--- src/rtl/clock_monitor_100khz.sv ---
// Clock monitor for the divided 100 kHz clock, running in the 1 MHz domain.
// Emits edge strobes, measures half-periods, and reports lock and sticky fault.
module clock_monitor_100khz #(
    parameter int NOMINAL_HALF = 5,
    parameter int TOL          = 1,
    parameter int LOCK_COUNT   = 4,
    parameter int CNT_W        = 8
) (
    input  logic             CLK_1MHZ_IN,
    input  logic             RESET,
    input  logic             CLK_100KHZ_IN,
    input  logic             FAULT_CLR,
    output logic             RISE_STROBE,
    output logic             FALL_STROBE,
    output logic             LOCKED,
    output logic             FAULT,
    output logic [CNT_W-1:0] HALF_PERIOD_OUT
);

    localparam int GW = $clog2(LOCK_COUNT + 1);

    localparam logic [CNT_W-1:0] LO_LIM  = CNT_W'(NOMINAL_HALF - TOL);
    localparam logic [CNT_W-1:0] HI_LIM  = CNT_W'(NOMINAL_HALF + TOL);
    localparam logic [CNT_W-1:0] TMO_LIM = CNT_W'(NOMINAL_HALF + TOL + 1);
    localparam logic [CNT_W-1:0] CNT_MAX = {CNT_W{1'b1}};
    localparam logic [GW-1:0]    LOCK_N  = GW'(LOCK_COUNT);

    typedef enum logic [1:0] {
        S_ACQUIRE,
        S_CHECK,
        S_LOCKED,
        S_FAULT
    } state_t;

    state_t           state;
    state_t           state_n;
    logic             sync1;
    logic             sync2;
    logic             prev;
    logic [CNT_W-1:0] cnt;
    logic [GW-1:0]    good_cnt;
    logic [GW-1:0]    good_n;
    logic [GW-1:0]    good_inc;
    logic             edge_seen;
    logic             is_good;
    logic             timeout;
    logic             bad_evt;

    assign edge_seen = sync2 ^ prev;
    assign is_good   = edge_seen && (cnt >= LO_LIM) && (cnt <= HI_LIM);
    assign timeout   = !edge_seen && (cnt == TMO_LIM);
    assign bad_evt   = (edge_seen && !is_good) || timeout;
    assign good_inc  = good_cnt + GW'(1);

    // Bring the monitored clock into this domain and keep a delayed copy.
    always_ff @(posedge CLK_1MHZ_IN or posedge RESET) begin
        if (RESET) begin
            sync1 <= 1'b0;
            sync2 <= 1'b0;
            prev  <= 1'b0;
        end else begin
            sync1 <= CLK_100KHZ_IN;
            sync2 <= sync1;
            prev  <= sync2;
        end
    end

    // Registered edge strobes, independent of the lock state.
    always_ff @(posedge CLK_1MHZ_IN or posedge RESET) begin
        if (RESET) begin
            RISE_STROBE <= 1'b0;
            FALL_STROBE <= 1'b0;
        end else begin
            RISE_STROBE <= sync2 & ~prev;
            FALL_STROBE <= ~sync2 & prev;
        end
    end

    // Half-period counter: restart on each edge, saturate during a gap.
    always_ff @(posedge CLK_1MHZ_IN or posedge RESET) begin
        if (RESET) begin
            cnt <= '0;
        end else if (edge_seen) begin
            cnt <= CNT_W'(1);
        end else if (cnt != CNT_MAX) begin
            cnt <= cnt + CNT_W'(1);
        end
    end

    // Publish the measurement; the aligning edge has nothing to report.
    always_ff @(posedge CLK_1MHZ_IN or posedge RESET) begin
        if (RESET) begin
            HALF_PERIOD_OUT <= '0;
        end else if (edge_seen && state != S_ACQUIRE) begin
            HALF_PERIOD_OUT <= cnt;
        end
    end

    // Next-state logic; a clear request overrides any coincident event.
    always_comb begin
        state_n = state;
        good_n  = good_cnt;
        if (FAULT_CLR) begin
            state_n = S_ACQUIRE;
            good_n  = '0;
        end else begin
            unique case (state)
                S_ACQUIRE: begin
                    if (edge_seen) begin
                        state_n = S_CHECK;
                        good_n  = '0;
                    end
                end
                S_CHECK: begin
                    if (bad_evt) begin
                        good_n = '0;
                    end else if (is_good) begin
                        good_n = good_inc;
                        if (good_inc == LOCK_N) begin
                            state_n = S_LOCKED;
                        end
                    end
                end
                S_LOCKED: begin
                    if (bad_evt) begin
                        state_n = S_FAULT;
                    end
                end
                S_FAULT: begin
                    state_n = S_FAULT;
                end
            endcase
        end
    end

    // State, qualification count and status flags move together.
    always_ff @(posedge CLK_1MHZ_IN or posedge RESET) begin
        if (RESET) begin
            state    <= S_ACQUIRE;
            good_cnt <= '0;
            LOCKED   <= 1'b0;
            FAULT    <= 1'b0;
        end else begin
            state    <= state_n;
            good_cnt <= good_n;
            LOCKED   <= (state_n == S_LOCKED);
            FAULT    <= (state_n == S_FAULT);
        end
    end

endmodule
--- config.mk ---
export PLATFORM = sky130hd
export DESIGN_NAME = clock_monitor_100khz
export DESIGN_NICKNAME = d
export VERILOG_FILES = /design/src/rtl/clock_monitor_100khz.sv
export SDC_FILE = /design/constraint.sdc
export NUM_CORES = 1
export LEC_CHECK = 0
export ABC_CLOCK_PERIOD_IN_PS = 4410
export CAP_MARGIN = 20
export CORE_AREA = 8 8 69 82
export DETAILED_ROUTE_END_ITERATION = 10
export DIE_AREA = 0 0 77 90
export HOLD_SLACK_MARGIN = 0.15
export SLEW_MARGIN = 40
export SYNTH_ARGS = -nofsm -noshare
export SYNTH_HDL_FRONTEND = slang
export SYNTH_SLANG_ARGS = --single-unit
--- constraint.sdc ---
create_clock -name CLK_1MHZ_IN -period 4.41 [get_ports CLK_1MHZ_IN]
set_input_delay 0.882 -clock CLK_1MHZ_IN [delete_from_list [all_inputs] [get_ports CLK_1MHZ_IN]]
set_output_delay 0.882 -clock CLK_1MHZ_IN [all_outputs]
set_load 0.05 [all_outputs]
Word-level counts from Yosys, hierarchy flattened
Index checks and enable logic that the tools add are counted.
- input port bits: 4
- word-level logic and storage cells: 57
- output and inout port bits: 12
- register bits after elaboration: 28
- $add $sub $neg: 2
- $lt $le $gt $ge: 2
- eq/ne operators: 10
- reduce and logical (&&, ||, !) cells: 13
- bitwise operators: 5
- multiplexer cells: 14
- operators by type and width (operator ; number):
    8-bit 2-to-1 mux ; 2
    2-bit 2-to-1 mux ; 6
    3-bit 2-to-1 mux ; 4
    8-bit by 1-bit adder with 8-bit output, second input constant ; 1
    2-bit equality test, second input constant ; 4
    8-bit by 3-bit equality test with 1-bit output, second input constant ; 1
    8-bit by 3-bit >= comparator with 1-bit output, second input constant ; 1
    8-bit by 3-bit <= comparator with 1-bit output, second input constant ; 1
    8-bit inequality test, second input constant ; 1
    2-bit one-hot mux with 4 select lines ; 1
    3-bit one-hot mux with 2 select lines ; 1
    1-bit logical AND ; 5
    4-bit inequality test, second input constant ; 1
    2-bit nonzero test ; 2
    3-bit by 1-bit adder with 3-bit output, second input constant ; 1
    3-bit equality test, second input constant ; 1
    3-bit inequality test, second input constant ; 1
    3-bit AND reduction ; 1
    3-bit nonzero test ; 1
    1-bit AND ; 2
    2-bit by 1-bit equality test with 1-bit output, second input constant ; 1
    1-bit logical NOT ; 2
    2-bit logical NOT ; 1
    1-bit NOT ; 2
    2 further kinds ; 2

Depth between registers and ports, before layout
Gate-level depths: netlist of run 1.
- word-level depth: 10
- depth in mapped cells: 6
- gate-level depth less buffers: 6

Least setup slack after synthesis of run 1
OpenSTA, ideal clock, no wires.
- kind: input-to-reg
- from: input port FAULT_CLR
- to: register good_cnt[2]
- library setup time: 0.067 ns
- data arrival time: 1.769 ns
- cell stages on the path: 4
- slack: 2.574 ns
- data required time: 4.343 ns
- path buffers: 1
- cells stage by stage: buf_1 > or4_1 > a21oi_1 > a311o_1
- cells in the longest elaborated chain, start to end: 2
- elaborated cells between the ends (all ways): 5
- classes of those cells: eq/ne (2); mux (1); reduce/logical (2)
- RTL lines (item ; RTL line ; source):
    from (decl) ; 12 ; input logic FAULT_CLR,
    4-bit inequality test (no source line) (tied with other cells) ; - ;
    3-bit AND reduction (no source line) ; - ;
    to (signal assigned) ; 145 ; good_cnt <= good_n;
    to (decl) ; 41 ; logic [GW-1:0] good_cnt;
Parallel ways exist; a longest one is shown, timed or not.
A chain may end at the register's enable or synchronous reset.

Worst setup path after layout of run 1
- from: register HALF_PERIOD_OUT[5]
- to: output port HALF_PERIOD_OUT[5]
- RTL lines (item ; RTL line ; source):
    from (decl) ; 17 ; output logic [CNT_W-1:0] HALF_PERIOD_OUT
    from (signal assigned) ; 95 ; HALF_PERIOD_OUT <= cnt;
No word-level cell between the ends.

==> results.md, run 1 <==
- Worst skew pair latency: 260 ps
- H-tree depth: 1
- Grt met2 use: 0.131
- PortBufs: 15
- Final worst clock skew: 2.52 ps
- RSZ-0062 raised after global routing: no
- Final GP Congestion: 0.800
- Seq/Total Area, Yosys: 0.521
- Req. time, crit path: 3530 ps
- Tot GR Track Use: 0.0736
- WL/cell: 13.0 um
- Number of DRC markers in iteration 0: 18
- Crit-path max cell delay: 810 ps
- Total clock sinks: 28
- Gate count of the mapped netlist: 117
- Setup TNS: 0 ps
- Most used DFF post-synth: dfrtp_1
- WS Path Type: register to primary output
- Synthesized flop and latch total: 28
- Worst Max-Slew Pin Slew: 573 ps
- Utilization after layout: 0.360
- Nets: 144
- Worst EP arrival: 1430 ps
- Top cells by count, synth: dfrtp_1 (28), a21oi_1 (8), inv_1 (7), nand2_1 (7)
- GRT busiest layer: met2
- HPWL Detailed: 1.90 mm
- Worst VDD drop: 143 uV
- Syn Nets: 127
- Crit path max-delay family: buffers and inverters
- Crit share post-route: 0.525
- Max-slew violation count: 0
- Area grow syn2layout: 19.5%
- Post-CTS Resized: 0
- Initial antenna violation count: 0
- Pre-CTS setup slack: 2070 ps
- Worst Reg-to-Reg Cells: 6
- Synth cell types: 42
- Post-layout min period: 2320 ps
- GR met3 Demand/Resource: 0.0110
- Pwr/cell area: 353 nW/um^2
- WHS Endpoint: sync2
- Slew headroom: 0.617
- CP bufs+invs: 1
- Rows: 27
- Die Height: 90 um
- Share of the synthesized area in the top cell type: 0.521
- Core area: 4460 um^2
- EDFF count, synth: 0
- Hold Fails Final Rpt: 0
- Final setup margin: 2090 ps
- CTS Buffer Depth: 2
- CTS tree: done
- Share of cells above drive strength 1: 0.173
- Crit-path slowest cell: clkdlybuf4s50_1
- First-pass GRT wire length: 4.23 mm
- Vias in the first global route: 916
- Fin area: 1610 um^2
- Post-CTS Hold Fix Bufs: 0
- Post-route DRC: 0
- Lkg Pwr: 0.726 nW
- R2R Setup Slk: 2560 ps
- Post-DRT Antenna Nets: 0
- Post-CTS setup buffers: 0
- Max frequency: 432 MHz
- Cell taking the most area after synthesis: dfrtp_1
- Placed Instance Area: 1550 um^2
- Startpoint types: register
- Crit path max fanout: 2
- FFs w/ async S/R, synth: 1.00
- Diodes inserted: 0
- Total power draw: 0.567 mW
- Worst hold path type: register to register
- Synth Warn #: 0
- Die W: 77 um
- Hold path depth: 0
- Run status: finished, final reports clean
- Die area: 6930 um^2
- Vias: 932
- Vias/cell: 4.88
- Initial Util: 0.301
- Setup crit end kind: primary output
- Io pins: 16
- Met1 usage: 0.0778
- Drt first pass iters: 4
- Post-Synthesis Cell Area: 1340 um^2
- Count leader, synth: dfrtp_1
- Largest net degree at the start of global routing: 29
- Max_cap viols: 0
- Clk pin slew, worst setup/hold paths: 90 ps
- Post-Route WL: 2.48 mm
- Overflow after GRT: 0
- RR Endpoint: good_cnt[0]
- Avg Synthesized Cell Area: 11.5 um^2
- CTS root buffer: clkbuf_8
- Worst reg2reg path startpoint: sync2
- Hold Crit Start: sync1
- Number of buffers created by CTS: 3
- Top cells by area, synth: dfrtp_1 (52%), ha_1 (5.6%), mux2_2 (5.0%), a21oi_1 (3.0%), inv_1 (2.0%)
- Setup violators final: 0
- Crit-path cells: clkdlybuf4s50_1
## sequential cells by signal, indices dropped and copies added, names as in the netlist
name,cells
sync1,1
prev,1
RISE_STROBE,1
good_cnt,3
LOCKED,1
FAULT,1
HALF_PERIOD_OUT,8
cnt,8
sync2,1
state,2
FALL_STROBE,1
## report_power, final
part / internal [mW] / leakage (nW) / switching (mW)
combinational: 0.0428 / 0.325 / 0.0787
clock: 0.0797 / 0.0288 / 0.0730
sequential: 0.275 / 0.372 / 0.0173
total: 0.398 / 0.726 / 0.169
## through the flow
| step | cells | hold slack (ps) |
|---|---|---|
| floorplan | 117 | 331 |
| global placement | 187 | 335 |
| detailed placement | 187 | 335 |
| CTS | 191 | 356 |
| global route | 191 | 362 |
| finish | 191 | 355 |
## final cells by class
cell class              instances  area (um^2)
well taps                      58         72.6
fillers                       467         2850
inverters                       7         26.3
flip-flops and latches         28          701
repair buffers                 15          150
clock buffers                   4         55.1
multi-input cells              79          601
## logic make-up after synthesis
logic type | synth area share
simple gates | 0.182
flops | 0.521
compound gates | 0.125
buf+inv | 0.0317
mux | 0.0652
fa+ha+maj | 0.0559
xor+xnor | 0.0196
## metal layers
metal  up-vias  part of all wire  wire length [um]
met4         0             0.016                40
met1       465              0.43              1060
met2        12              0.53              1310
li1        453                 -                 -
met3         2             0.027                68
met5         -                 0                 0
## worst max path at each step
stage	from	to	slack, ps	cells past startpoint
floorplan	FAULT_CLR	good_cnt[2]	2570	4
global placement	FAULT_CLR	good_cnt[2]	2140	4
detailed placement	FAULT_CLR	good_cnt[2]	2070	4
CTS	HALF_PERIOD_OUT[5]	HALF_PERIOD_OUT[5]	2070	1
global route	HALF_PERIOD_OUT[5]	HALF_PERIOD_OUT[5]	2030	1
finish	HALF_PERIOD_OUT[5]	HALF_PERIOD_OUT[5]	2090	1
## cell usage in the layout (no fill, tap or decap), types with 3 or more instances in the layout
cell              n
a21oi_1           8
clkbuf_8          4
clkdlybuf4s50_1  15
dfrtp_1          28
ha_1              6
inv_1             6
mux2_2            6
nand2_1           7
nand2b_1          3
nor2_1            4
o21ai_0           5
Power figures use the tool's default switching activity.
==> inputs of run 2 (changes only) <==
Settings changed: ABC_CLOCK_PERIOD_IN_PS 4410 to 2200.
Clock period 4.41 ns to 2.2 ns, I/O delays scaled along.
==> run 2 against run 1 <==
Via count is 1.8% lower. Non-clock buffer count is 2 higher. Global-route usage is 0.20 points higher. Power is 95% higher. First-iteration DRC count grew to 2.8 times the previous value. Wire length is 0.85% higher. Die area stayed put. Setup slack worse by 1800 ps. Critical endpoint is now HALF_PERIOD_OUT[0]. Critical path depth stayed put. Hold slack better by 6.1 ps.
==> results.md, run 2 (synthesized netlist as in run 1, its figures left out) <==
- Run status: finished, final reports clean
- Hold WS: 361 ps (+6.15 ps)
- Post-CTS Hold Fix Bufs: 0 (unchanged)
- HPWL Detailed: 1.96 mm (+3.4%)
- Worst skew pair latency: 270 ps (about the same)
- First-pass GRT wire length: 4.32 mm (+2.1%)
- CTS Buffer Depth: 2 (unchanged)
- Area grow syn2layout: 20.5%
- Initial Util: 0.301 (unchanged)
- WL/cell: 13.0 um (+0.32%)
- Core area: 4460 um^2 (unchanged)
- Final worst clock skew: 5.13 ps (+2.61 ps)
- H-tree depth: 1 (unchanged)
- CTS root buffer: clkbuf_8
- Commonest non-fill, non-tap cell in the layout: dfrtp_1
- Crit path max fanout: 2 (unchanged)
- Req. time, crit path: 1760 ps (-1770 ps)
- Setup crit end kind: primary output
- Number of DRC markers in iteration 0: 51 (+33)
- Post-CTS Resized: 0 (unchanged)
- Clk pin slew, worst setup/hold paths: 90 ps (about the same)
- Die W: 77 um (unchanged)
- Worst EP arrival: 1450 ps (+20 ps)
- Drt first pass iters: 4 (unchanged)
- Initial antenna violation count: 0 (unchanged)
- Overflow after GRT: 0 (unchanged)
- Most frequent cells in the layout: dfrtp_1 (28), clkdlybuf4s50_1 (15), a21oi_1 (8), nand2_1 (7), inv_1 (7)
- Worst Max-Slew Pin Slew: 508 ps (-64.9 ps)
- CTS tree: done
- Die area: 6930 um^2 (unchanged)
- Post-DRT Antenna Nets: 0 (unchanged)
- Crit-path max cell delay: 810 ps (about the same)
- Worst hold path type: register to register
- Diodes inserted: 0 (unchanged)
- Io pins: 16 (unchanged)
- Total clock sinks: 28 (unchanged)
- Lkg Pwr: 0.734 nW (+1.1%)
- Post-Route WL: 2.50 mm (+0.85%)
- Number of buffers created by CTS: 3 (unchanged)
- Vias in the first global route: 898 (-2.0%)
- Post-CTS setup buffers: 0 (unchanged)
- Die Height: 90 um (unchanged)
- Largest regs: HALF_PERIOD_OUT x8, cnt x8, good_cnt x3
- PortBufs: 15 (unchanged)
- CP bufs+invs: 1 (unchanged)
- Pwr/cell area: 681 nW/um^2 (+93%)
- Max frequency: 529 MHz
- Crit share post-route: 0.858
- Crit-path slowest cell: clkdlybuf4s50_1
- Worst VDD drop: 220 uV (+53%)
- Max_cap viols: 0 (unchanged)
- Post-route DRC: 0 (unchanged)
- Slew headroom: 0.660 (+0.0428)
- Setup TNS: 0 ps (unchanged)
- Setup violators final: 0 (unchanged)
- Vias: 915 (-1.8%)
- Post-layout min period: 1890 ps
- WS Path Type: register to primary output
- Share of cells above drive strength 1: 0.172 (-0.00129)
- Hold Fails Final Rpt: 0 (unchanged)
- Max-slew violation count: 0 (unchanged)
- Vias/cell: 4.77 (-2.3%)
- Largest net degree at the start of global routing: 19 (-34%)
- Crit path max-delay family: buffers and inverters
- Tot GR Track Use: 0.0757 (+0.00203)
- Rows: 27 (unchanged)
- Startpoint types: register
- Crit-path cells: clkdlybuf4s50_1
- RSZ-0062 raised after global routing: no
- Final GP Congestion: 0.803 (+0.43%)
- Nets: 146 (+1.4%)
## run 2: cell count changes in the layout (fill, tap and decap cells not counted)
cell and delta:
buf_12 +1, buf_4 +1, clkbuf_8 -1, inv_1 +1, inv_2 -1
## run 2: metal layers
layer	track usage	share of wire	vias up
met4	0.0552	0.028	0
met3	0.0110	0.025	5
li1	-	-	451
met2	0.119	0.50	13
met5	0	0	-
met1	0.0915	0.45	446
## run 2: layout make-up
class                   count  area (um^2)
inverters                   7         26.3
multi-input cells          79          601
fillers                   456         2840
well taps                  58         72.6
repair buffers             17          178
flip-flops and latches     28          701
clock buffers               3         41.3
## run 2: power breakdown
group          total [mW]  internal [mW]  switching (mW)  leakage (nW)
logic               0.246         0.0904           0.156         0.340
clock network       0.267          0.123           0.144        0.0216
registers           0.589          0.552          0.0373         0.372
total                1.10          0.765           0.337         0.734
## run 2: per-stage QoR
step	setup WS (ps)	std cells	power [mW]	util	instance area, um^2
global route	270	192	1.16	0.363	1620
CTS	287	192	1.12	0.363	1620
global placement	482	189	0.847	0.354	1580
floorplan	616	117	0.766	-	1340
detailed placement	432	189	0.851	0.354	1580
finish	311	192	1.10	0.363	1620
## run 2: worst paths after layout
check                              startpoint            endpoint  slack, ps  depth (start not counted)
min reg2reg                             sync1               sync2        360                          0
max                        HALF_PERIOD_OUT[0]  HALF_PERIOD_OUT[0]        310                          1
max reg2reg                             sync2         good_cnt[2]        400                          6
min in group asynchronous               RESET              LOCKED        470                          2
min                                     sync1               sync2        360                          0
max in group asynchronous               RESET  HALF_PERIOD_OUT[5]       1260                          3
==> inputs of run 3 (changes only) <==
Settings changed: ABC_AREA set to 1, CORE_AREA 8 8 69 82 to 8 8 68 82, DIE_AREA 0 0 77 90 to 0 0 76 90.
==> run 3 against run 2 <==
Clock power increased by 49%. Synthesized area fell by 1.9%. Clock-buffer cell count did not move. Sequential power down 2%. Die area decreased by 1.3%. Critical path depth did not move. Setup slack improved by 13 ps. Maximum frequency up 0.67%. First-iteration DRC count increased by 27%. Hold slack got worse by 2.4 ps. Wire length down 6.1%. Highest routed layer unchanged.
==> results.md, run 3 <==
- Top cells by area, synth: dfrtp_1 (53%), nand2_1 (9.4%), inv_1 (6.3%), ha_1 (5.7%), nor2_1 (5.1%)
- CTS tree: done
- Cell taking the most area after synthesis: dfrtp_1
- Vias: 964 (+5.4%)
- Worst Reg-to-Reg Cells: 11 (+5)
- Count leader, synth: nand2_1
- PortBufs: 15 (unchanged)
- Req. time, crit path: 1760 ps (about the same)
- Syn Nets: 161 (+27%)
- Clk pin slew, worst setup/hold paths: 100 ps (about the same)
- Top routing layer in use: met4
- Vias in the first global route: 959 (+6.8%)
- Fill cells: 445 (-2.4%)
- Area grow syn2layout: 22.1%
- Share of the synthesized area in the top cell type: 0.531 (+0.00989)
- CTS Buffer Depth: 2 (unchanged)
- Rows: 27 (unchanged)
- Post-route DRC: 0 (unchanged)
- Vias/cell: 4.25 (-11%)
- Crit-path max cell delay: 800 ps (about the same)
- WS Path Type: register to primary output
- Max frequency: 533 MHz (+0.67%)
- DR WL met3: 109 um (+76%)
- First-pass GRT wire length: 4.35 mm (+0.65%)
- Total clock sinks: 28 (unchanged)
- RSZ-0062 raised after global routing: no
- Max-slew violation count: 0 (unchanged)
- Setup violators final: 0 (unchanged)
- Top cells by count, synth: nand2_1 (33), dfrtp_1 (28), inv_1 (22)
- CP bufs+invs: 1 (unchanged)
- Die Height: 90 um (unchanged)
- Number of DRC markers in iteration 0: 65 (+27%)
- Crit-path cells: clkdlybuf4s50_1
- Overflow after GRT: 0 (unchanged)
- Post-DRT Antenna Nets: 0 (unchanged)
- Pre-CTS setup slack: 472 ps (+39.8 ps)
- Setup crit end kind: primary output
- Crit-path slowest cell: clkdlybuf4s50_1
- HPWL Detailed: 1.81 mm (-7.8%)
- Crit path max fanout: 2 (unchanged)
- Diodes inserted: 0 (unchanged)
- Post-CTS setup buffers: 0 (unchanged)
- Worst EP arrival: 1440 ps (about the same)
- Setup TNS: 0 ps (unchanged)
- Worst hold path type: register to register
- Most frequent cells in the layout: nand2_1 (33), dfrtp_1 (28), inv_1 (22), nor2_1 (18), clkdlybuf4s50_1 (15)
- Drt first pass iters: 4 (unchanged)
- Gate count of the mapped netlist: 151 (+29%)
- WL/cell: 10.3 um (-21%)
- Seq/Total Area, Yosys: 0.531 (+0.00989)
- Pwr/cell area: 757 nW/um^2 (+11%)
- Most used DFF post-synth: dfrtp_1
- Initial antenna violation count: 0 (unchanged)
- Worst skew pair latency: 270 ps (about the same)
- Initial Util: 0.303 (+0.00127)
- Slew headroom: 0.670 (+0.00936)
- Final GP Congestion: 0.765 (-4.8%)
- CTS root buffer: clkbuf_8
- Worst Max-Slew Pin Slew: 494 ps (-14.0 ps)
- Wire length on met2: 1.12 mm (-10%)
- Largest net degree at the start of global routing: 29 (+10)
- Lkg Pwr: 0.796 nW (+8.4%)
- Die W: 76 um (-1.3%)
- Commonest non-fill, non-tap cell in the layout: nand2_1
- Crit path max-delay family: buffers and inverters
- Synth cell types: 21 (-50%)
- Worst reg2reg path startpoint: sync2
- Share of cells above drive strength 1: 0.0710 (-0.101)
- Post-CTS Resized: 0 (unchanged)
- Largest regs: HALF_PERIOD_OUT x8, cnt x8, good_cnt x3
- FFs w/ async S/R, synth: 1.00 (unchanged)
- Startpoint types: register
- Max_cap viols: 0 (unchanged)
- Number of buffers created by CTS: 3 (unchanged)
- R2R Setup Slk: 470 ps (+70 ps)
- Hold Fails Final Rpt: 0 (unchanged)
- Total power draw: 1.22 mW (+11%)
- Avg Synthesized Cell Area: 8.73 um^2 (-24%)
- Post-Route WL: 2.35 mm (-6.1%)
- Tot GR Track Use: 0.0754 (-0.000249)
- Post-CTS Hold Fix Bufs: 0 (unchanged)
- Core area: 4360 um^2 (-2.3%)
- Worst VDD drop: 221 uV (+0.54%)
- Crit share post-route: 0.853 (-0.00573)
- Post-layout min period: 1880 ps (-12.6 ps)
- Final worst clock skew: 8.92 ps (+3.79 ps)
- Nets: 180 (+23%)
- Final setup margin: 324 ps (+12.6 ps)
- RR Endpoint: LOCKED
- Run status: finished, final reports clean
- Synth Warn #: 0 (unchanged)
- WHS Endpoint: sync2
- EDFF count, synth: 0 (unchanged)
- Hold path depth: 0 (unchanged)
- Hold Crit Start: sync1
- Synthesized flop and latch total: 28 (unchanged)
- Met1 WL: 1.09 mm (-3.4%)
- Die area: 6840 um^2 (-1.3%)
- H-tree depth: 1 (unchanged)
- Post-Synthesis Cell Area: 1320 um^2 (-1.9%)
- Io pins: 16 (unchanged)
-- run 3: cell types whose count changed in the layout (fill, tap and decap cells not counted), moves of 3 or more --
| cell | before | now |
|---|---|---|
| a21oi_1 | 8 | 5 |
| nand2_1 | 7 | 33 |
| nor2_1 | 4 | 18 |
| nand3_1 | 2 | 12 |
| nand2b_1 | 3 | 0 |
| o21ai_0 | 5 | 13 |
| inv_1 | 7 | 22 |
| mux2_2 | 6 | 0 |
-- run 3: cell families (layout without fill, tap and decap cells) --
kind of cell | count (synthesis) | count (layout) | share of synthesized area
xor gates and xnor gates | 1 | 1 | 0.00664
and+or+nand+nor | 69 | 69 | 0.236
buffers and inverters | 24 | 42 | 0.0702
adders and majority gates | 6 | 6 | 0.0569
AOI/OAI and AO/OA | 23 | 23 | 0.0987
DFF | 28 | 28 | 0.531
-- run 3: metal layers --
metal,vias up,track usage
met5,-,0
met4,0,0.0295
met3,5,0.0249
met2,14,0.125
met1,435,0.0867
li1,510,-
-- run 3: worst max-delay path by stage --
| stage | from | end | slack [ps] | depth (start not counted) |
|---|---|---|---|---|
| 5_1_grt | HALF_PERIOD_OUT[1] | HALF_PERIOD_OUT[1] | 260 | 1 |
| 2_1_floorplan | sync2 | HALF_PERIOD_OUT[0] | 690 | 8 |
| 6_report | HALF_PERIOD_OUT[4] | HALF_PERIOD_OUT[4] | 320 | 1 |
| 4_1_cts | HALF_PERIOD_OUT[0] | HALF_PERIOD_OUT[0] | 300 | 1 |
| 3_5_place_dp | sync2 | LOCKED | 470 | 11 |
| 3_3_place_gp | sync2 | FAULT | 500 | 11 |
-- run 3: worst reg2reg max path, stage by stage (launching register included) --
cell	delay (ps)
dfrtp_1	390
inv_1	50
ha_1	410
nor2_1	140
nand3_1	70
inv_1	60
nand2_1	80
nor2_1	160
nand2_1	90
nand3_1	120
nand2_1	60
inv_1	60
-- run 3: cell type report --
cell class | instances | area [um^2] | share of cell area
clock buffer | 3 | 41.3 | 0.0256
sequential | 28 | 701 | 0.435
timing repair buffer | 16 | 158 | 0.0979
multi-input combinational | 99 | 526 | 0.326
tap | 58 | 72.6 | 0.0451
inverter | 22 | 82.6 | 0.0513
clock inverter | 1 | 30.0 | 0.0186
-- run 3: power by group --
part	leakage, nW	total, mW	switching [mW]	internal, mW
logic	0.388	0.243	0.166	0.0773
registers	0.372	0.579	0.0265	0.552
clock network	0.0357	0.397	0.154	0.243
-- run 3: metrics by stage --
step           area (um^2)  utilization  cells  hold WS [ps]
6_report              1610        0.370    227           359
5_1_grt               1610        0.370    227           379
4_1_cts               1610        0.370    227           362
3_5_place_dp          1540        0.353    223           338
3_3_place_gp          1540        0.353    223           333
2_1_floorplan         1320            -    151           331
